<file path="config.mk">
export PLATFORM = sky130hd
export DESIGN_NAME = serial_receiver
export DESIGN_NICKNAME = d
export VERILOG_FILES = /design/src/rtl/serial_pkg.sv /design/src/rtl/bit_sync.sv /design/src/rtl/serial_receiver.sv
export SDC_FILE = /design/constraint.sdc
export NUM_CORES = 1
export LEC_CHECK = 0
export ABC_CLOCK_PERIOD_IN_PS = 2200
export BUFFER_PORTS_ARGS = -buffer_cell sky130_fd_sc_hd__buf_2
export CORE_MARGIN = 5
export CORE_UTILIZATION = 30
export DETAILED_ROUTE_END_ITERATION = 10
export PLACE_DENSITY = 0.56
export SLEW_MARGIN = 0
export SYNTH_ARGS = -nofsm -noshare
export SYNTH_HDL_FRONTEND = slang
export SYNTH_SLANG_ARGS = --single-unit
</file>
<file path="constraint.sdc">
create_clock -name clk -period 2.2 [get_ports clk]
set_clock_uncertainty 0.15 [all_clocks]
set_input_delay 0.33 -clock clk [delete_from_list [all_inputs] [get_ports clk]]
set_output_delay 0.33 -clock clk [all_outputs]
set_load 0.05 [all_outputs]
</file>
<file path="src/rtl/serial_pkg.sv">
// Shared definitions for the serial transceiver: receiver FSM encoding,
// frame constants and line levels.
package serial_pkg;

  typedef enum logic [1:0] {
    ST_IDLE  = 2'd0,
    ST_START = 2'd1,
    ST_DATA  = 2'd2,
    ST_STOP  = 2'd3
  } rx_state_e;

  localparam int   DATA_BITS  = 8;
  localparam logic LINE_IDLE  = 1'b1;
  localparam logic LINE_START = 1'b0;

  function automatic logic majority3(input logic a, input logic b, input logic c);
    return (a & b) | (a & c) | (b & c);
  endfunction

endpackage

</file>
<file path="src/rtl/bit_sync.sv">
// Two-flop synchronizer for an asynchronous single-bit input.
// With SERIAL_RX_MAJORITY_EN the first stage is also exported as a one-cycle look-ahead.
module bit_sync #(
  parameter logic RESET_VAL = 1'b1
) (
  input  logic clk,
  input  logic rst,
  input  logic i_d,
`ifdef SERIAL_RX_MAJORITY_EN
  output logic o_q_early,
`endif
  output logic o_q
);

  logic r_meta;
  logic r_sync;

  always_ff @(posedge clk) begin
    // NOTE: non-blocking assignments make each stage take the other's pre-edge value.
    if (rst) begin
      r_meta <= RESET_VAL;
      r_sync <= RESET_VAL;
    end else begin
      r_meta <= i_d;
      r_sync <= r_meta;
    end
  end

  assign o_q = r_sync;

`ifdef SERIAL_RX_MAJORITY_EN
  // What o_q will show one cycle from now.
  assign o_q_early = r_meta;
`endif

endmodule

</file>
<file path="src/rtl/serial_receiver.sv">
// Oversampling 8N1 serial receiver: synchronizes din, frames bytes, pulses rx_status/frame_err.
// SERIAL_RX_MAJORITY_EN: 3-point majority vote at each sample point (needs CLKS_PER_BIT >= 6).
module serial_receiver
  import serial_pkg::*;
#(
  parameter int CLKS_PER_BIT = 16
) (
  input  logic                 clk,
  input  logic                 rst,
  input  logic                 din,
  output logic [DATA_BITS-1:0] rx_data,
  output logic                 rx_status,
  output logic                 frame_err,
  output logic                 rx_busy
);

  localparam int CNT_W = $clog2(CLKS_PER_BIT);
  localparam int IDX_W = $clog2(DATA_BITS);
  localparam logic [CNT_W-1:0] HALF_LAST = CNT_W'(CLKS_PER_BIT / 2 - 1);
  localparam logic [CNT_W-1:0] BIT_LAST  = CNT_W'(CLKS_PER_BIT - 1);
  localparam logic [IDX_W-1:0] IDX_LAST  = IDX_W'(DATA_BITS - 1);

  logic w_din_s;
  logic w_fall;
  logic w_sample;

  rx_state_e            r_state,   w_state_nxt;
  logic [CNT_W-1:0]     r_cnt,     w_cnt_nxt;
  logic [IDX_W-1:0]     r_idx,     w_idx_nxt;
  logic [DATA_BITS-1:0] r_shreg,   w_shreg_nxt;
  logic [DATA_BITS-1:0] r_rx_data, w_rx_data_nxt;
  logic                 r_status,  w_status_nxt;
  logic                 r_ferr,    w_ferr_nxt;
  logic                 r_din_prev;

`ifdef SERIAL_RX_MAJORITY_EN
  logic w_din_early;

  bit_sync #(.RESET_VAL(LINE_IDLE)) u_sync (
    .clk       (clk),
    .rst       (rst),
    .i_d       (din),
    .o_q_early (w_din_early),
    .o_q       (w_din_s)
  );

  // Neighbours of the nominal point: previous din_s and next-cycle din_s.
  assign w_sample = majority3(r_din_prev, w_din_s, w_din_early);
`else
  bit_sync #(.RESET_VAL(LINE_IDLE)) u_sync (
    .clk (clk),
    .rst (rst),
    .i_d (din),
    .o_q (w_din_s)
  );

  assign w_sample = w_din_s;
`endif

  // A line stuck low never produces a second start.
  assign w_fall = (r_din_prev == LINE_IDLE) && (w_din_s == LINE_START);

  always_comb begin
    // NOTE: every output gets a default first so no path leaves a latch behind.
    w_state_nxt   = r_state;
    w_cnt_nxt     = r_cnt + 1'b1;
    w_idx_nxt     = r_idx;
    w_shreg_nxt   = r_shreg;
    w_rx_data_nxt = r_rx_data;
    w_status_nxt  = 1'b0;
    w_ferr_nxt    = 1'b0;

    case (r_state)
      ST_IDLE: begin
        w_cnt_nxt = '0;
        if (w_fall) w_state_nxt = ST_START;
      end
      ST_START: begin
        if (r_cnt == HALF_LAST) begin
          w_cnt_nxt = '0;
          if (w_sample == LINE_START) begin
            w_state_nxt = ST_DATA;
            w_idx_nxt   = '0;
          end else begin
            w_state_nxt = ST_IDLE;
          end
        end
      end
      ST_DATA: begin
        if (r_cnt == BIT_LAST) begin
          w_cnt_nxt   = '0;
          w_shreg_nxt = {w_sample, r_shreg[DATA_BITS-1:1]};
          if (r_idx == IDX_LAST) w_state_nxt = ST_STOP;
          else                   w_idx_nxt   = r_idx + 1'b1;
        end
      end
      ST_STOP: begin
        if (r_cnt == BIT_LAST) begin
          w_cnt_nxt   = '0;
          w_state_nxt = ST_IDLE;
          if (w_sample == LINE_IDLE) begin
            w_rx_data_nxt = r_shreg;
            w_status_nxt  = 1'b1;
          end else begin
            w_ferr_nxt = 1'b1;
          end
        end
      end
      default: w_state_nxt = ST_IDLE;
    endcase
  end

  always_ff @(posedge clk) begin
    if (rst) begin
      r_state    <= ST_IDLE;
      r_cnt      <= '0;
      r_idx      <= '0;
      r_shreg    <= '0;
      r_rx_data  <= '0;
      r_status   <= 1'b0;
      r_ferr     <= 1'b0;
      r_din_prev <= LINE_IDLE;
    end else begin
      r_state    <= w_state_nxt;
      r_cnt      <= w_cnt_nxt;
      r_idx      <= w_idx_nxt;
      r_shreg    <= w_shreg_nxt;
      r_rx_data  <= w_rx_data_nxt;
      r_status   <= w_status_nxt;
      r_ferr     <= w_ferr_nxt;
      r_din_prev <= w_din_s;
    end
  end

  assign rx_data   = r_rx_data;
  assign rx_status = r_status;
  assign frame_err = r_ferr;
  assign rx_busy   = (r_state != ST_IDLE);

endmodule

</file>
==> qor.yml <==
global_route:
  antenna_found_initial: 0
  grt-ovfl-total: 0
  grt_max_degree: 34
  grt_use_total_pct: 10.2
  first_global_vias: 1058
  grt_pass1_wl_um: 4880
drt:
  avgRoutedWirePerCell_um: 13.0
  drt-vias-per-instance: 5.12
  totalWireLength_um: 2750
  vias: 1080
  drc: 0
  first_pass_iters: 4
  drtIter0Drc: 110
  ant_nets: 0
critical_path:
  r2r_start: "r_idx[0]"
  startpoint: "r_idx[0]"
  worstSetupEndpointType: "register"
  r2r_end: "r_idx[0]"
  path_class: "reg2reg"
  endpoint: "r_idx[0]"
  required_ns: 2.22
  cp.arrival_ns: 1.81
  reg2reg_depth: 5
  regToRegSetupSlack_ns: 0.41
  crit_fanout: 3
  startpoint_type: "register"
die:
  initial_core_util_pct: 30.6
  core-area_um2: 4290
  dieArea_um2: 5800
  die_h_um: 76.1
  die_x_um: 76.1
  io_pins: 14
  row_count: 24
sta:
  setup_viol: 0
  rsz0062_at_grt: "false"
  min_period_over_period_pct: 81.4
  hold_viol_final: 0
  max_freq_ghz: 0.558
  slew_headroom_pct: 64.6
  holdWs_ns: 0.0784
  final.setup.tns_ns: 0
  maxSlewViolCount: 0
  period_minus_slack_ns: 1.79
  tightest_slew_ns: 0.531
cells_and_area:
  instances_no_fill: 211
  layout-drive-gt1-share_pct: 17.0
  area_delta_synth_final_pct: 14.5
  fill_cells: 446
  antenna_cells: 0
  final_nets: 164
  utilization_pct: 35.0
clock_network:
  post_cts_resize_count: 0
  root_buffer: "clkbuf_8"
  clk_pin_slew_ns: 0.06
  clock_latency_ns: 0.27
  cts_tree: "done"
  cts_sinks: 30
  cts_buffers: 5
  cts_max_path_buffers: 2
  cts_max_level: 2
  cts_hold_buf: 0
  postCtsSetupRepairBufs: 0
pwr:
  power_density_nw_per_um2: 683
  vdd_drop_max_uv: 205
  p_leak_uw: 0.000539
  power_uw: 1030
logic_synthesis:
  syn_inst: 147
  yosysSeqAreaShare_pct: 45.8
  synth_nets: 153
  postSynthAreaPerCell_um2: 8.93
  ys_ff_latch: 30
  synth_top_area_share_pct: 45.8
  syn_area_um2: 1310
  synthTopCellsByArea: "dfxtp_1, o21ai_1, a21oi_1, nand3_1, mux2i_1"
  synth_cell_type_count: 37
  yosysTopAreaCell: "dfxtp_1"
  yosysWarnings: 0
placement:
  place_inst: 203
  place_hpwl_um: 1870
  port_buffers: 13
  globalplace.congestion: 0.801
run:
  cap_violations: 0
outcome:
  status: "completed"
hold_path:
  hold_path.class: "in2reg"
==> flip-flops by register name, summed over array words and instances (netlist names), named ones only <==
| register | cells |
|---|---|
| u_sync.o_q | 1 |
| rx_data | 8 |
| r_cnt | 4 |
| frame_err | 1 |
| r_idx | 3 |
| u_sync.r_meta | 1 |
| r_state | 1 |
| r_din_prev | 1 |
| rx_status | 1 |
| r_shreg | 8 |
==> layer usage <==
metal | part of all wire [%] | global-route usage, % | up-vias
met5 | 0 | 0 | -
li1 | - | - | 550
met2 | 46 | 14.5 | 25
met1 | 47 | 12.8 | 503
met3 | 5.7 | 3.19 | 2
met4 | 1.5 | 7.69 | 0
==> cell usage in the layout, fill, tap and decap left out, types with 2 or more instances in the layout <==
cell type	n
inv_1	2
nor2_1	2
dfxtp_1	30
ha_1	3
nor2b_1	4
mux2i_1	4
nor3_1	4
buf_4	3
or2_1	3
nand2_1	3
nand3b_1	2
a31oi_1	2
nand2b_1	4
o21ai_1	18
buf_2	13
nand3_1	17
a21oi_1	17
clkbuf_8	6
==> synth_stat cells <==
| cell type | instances |
|---|---|
| and4_1 | 1 |
| nand3_1 | 17 |
| nor2b_1 | 4 |
| nor3b_1 | 1 |
| mux2_1 | 1 |
| a21boi_1 | 1 |
| a21oi_4 | 1 |
| a31oi_1 | 2 |
| or4b_4 | 1 |
| o32ai_1 | 1 |
| inv_2 | 1 |
| ha_1 | 3 |
| and2_1 | 1 |
| a211oi_1 | 1 |
| nor2_1 | 2 |
| nand3b_1 | 2 |
| a21oi_1 | 17 |
| xnor2_1 | 1 |
| or3b_1 | 1 |
| nor4b_1 | 1 |
| nand3_2 | 1 |
| inv_1 | 2 |
| a2111oi_0 | 1 |
| nand4bb_1 | 1 |
| nor3_1 | 4 |
| nand2_1 | 3 |
| mux2i_1 | 4 |
| clkbuf_1 | 5 |
| o21ai_1 | 18 |
| nand4b_1 | 1 |
| buf_2 | 7 |
| dfxtp_1 | 30 |
| nand2b_1 | 4 |
| nand4_1 | 1 |
| a211o_1 | 1 |
| or2_1 | 3 |
| and3_1 | 1 |
==> worst max-delay path: stages, from the launching register on <==
cell,delay [ns]
dfxtp_1,0.32
ha_1,0.20
ha_1,0.19
nand4bb_1,0.24
a21oi_4,0.24
mux2_1,0.33
==> kinds of logic after synthesis <==
| group | synth area share, % |
|---|---|
| multiplexers | 3.91 |
| XOR/XNOR | 0.667 |
| AO/OA/AOI/OAI | 18.7 |
| buffers and inverters | 4.96 |
| flip-flops | 45.8 |
| AND/OR/NAND/NOR | 23.2 |
| adder cells (fa/ha/maj) | 2.86 |
==> report_power, final <==
part	switching [µW]	internal, µW
clock	197	252
combinational	18.4	9.78
sequential	2.83	547
==> layout make-up <==
class	count	area, µm²	share of cell area, %
inverter	3	11.3	0.749
sequential	30	601	40.0
clock buffer	7	86.3	5.75
tap	52	65.1	4.33
multi-input combinational	102	647	43.0
clock inverter	1	5.00	0.333
timing repair buffer	16	87.6	5.83
==> how the worst min path moves through the flow <==
stage	depth (start not counted)	slack (ns)	from	end
3_5_place_dp	1	0.25	u_sync.r_meta	u_sync.o_q
4_1_cts	2	0.07	din	u_sync.r_meta
2_1_floorplan	1	0.23	u_sync.r_meta	u_sync.o_q
6_report	2	0.08	din	u_sync.r_meta
3_3_place_gp	1	0.24	u_sync.r_meta	u_sync.o_q
5_1_grt	2	0.09	din	u_sync.r_meta
==> through the flow <==
| step | worst slack [ns] | instance area [µm²] |
|---|---|---|
| after floorplan | 0.502 | 1310 |
| after global placement | 0.469 | 1410 |
| after detailed placement | 0.399 | 1410 |
| after CTS | 0.396 | 1500 |
| after global routing | 0.263 | 1500 |
| final | 0.408 | 1500 |
(Power assumes the default switching activity.)
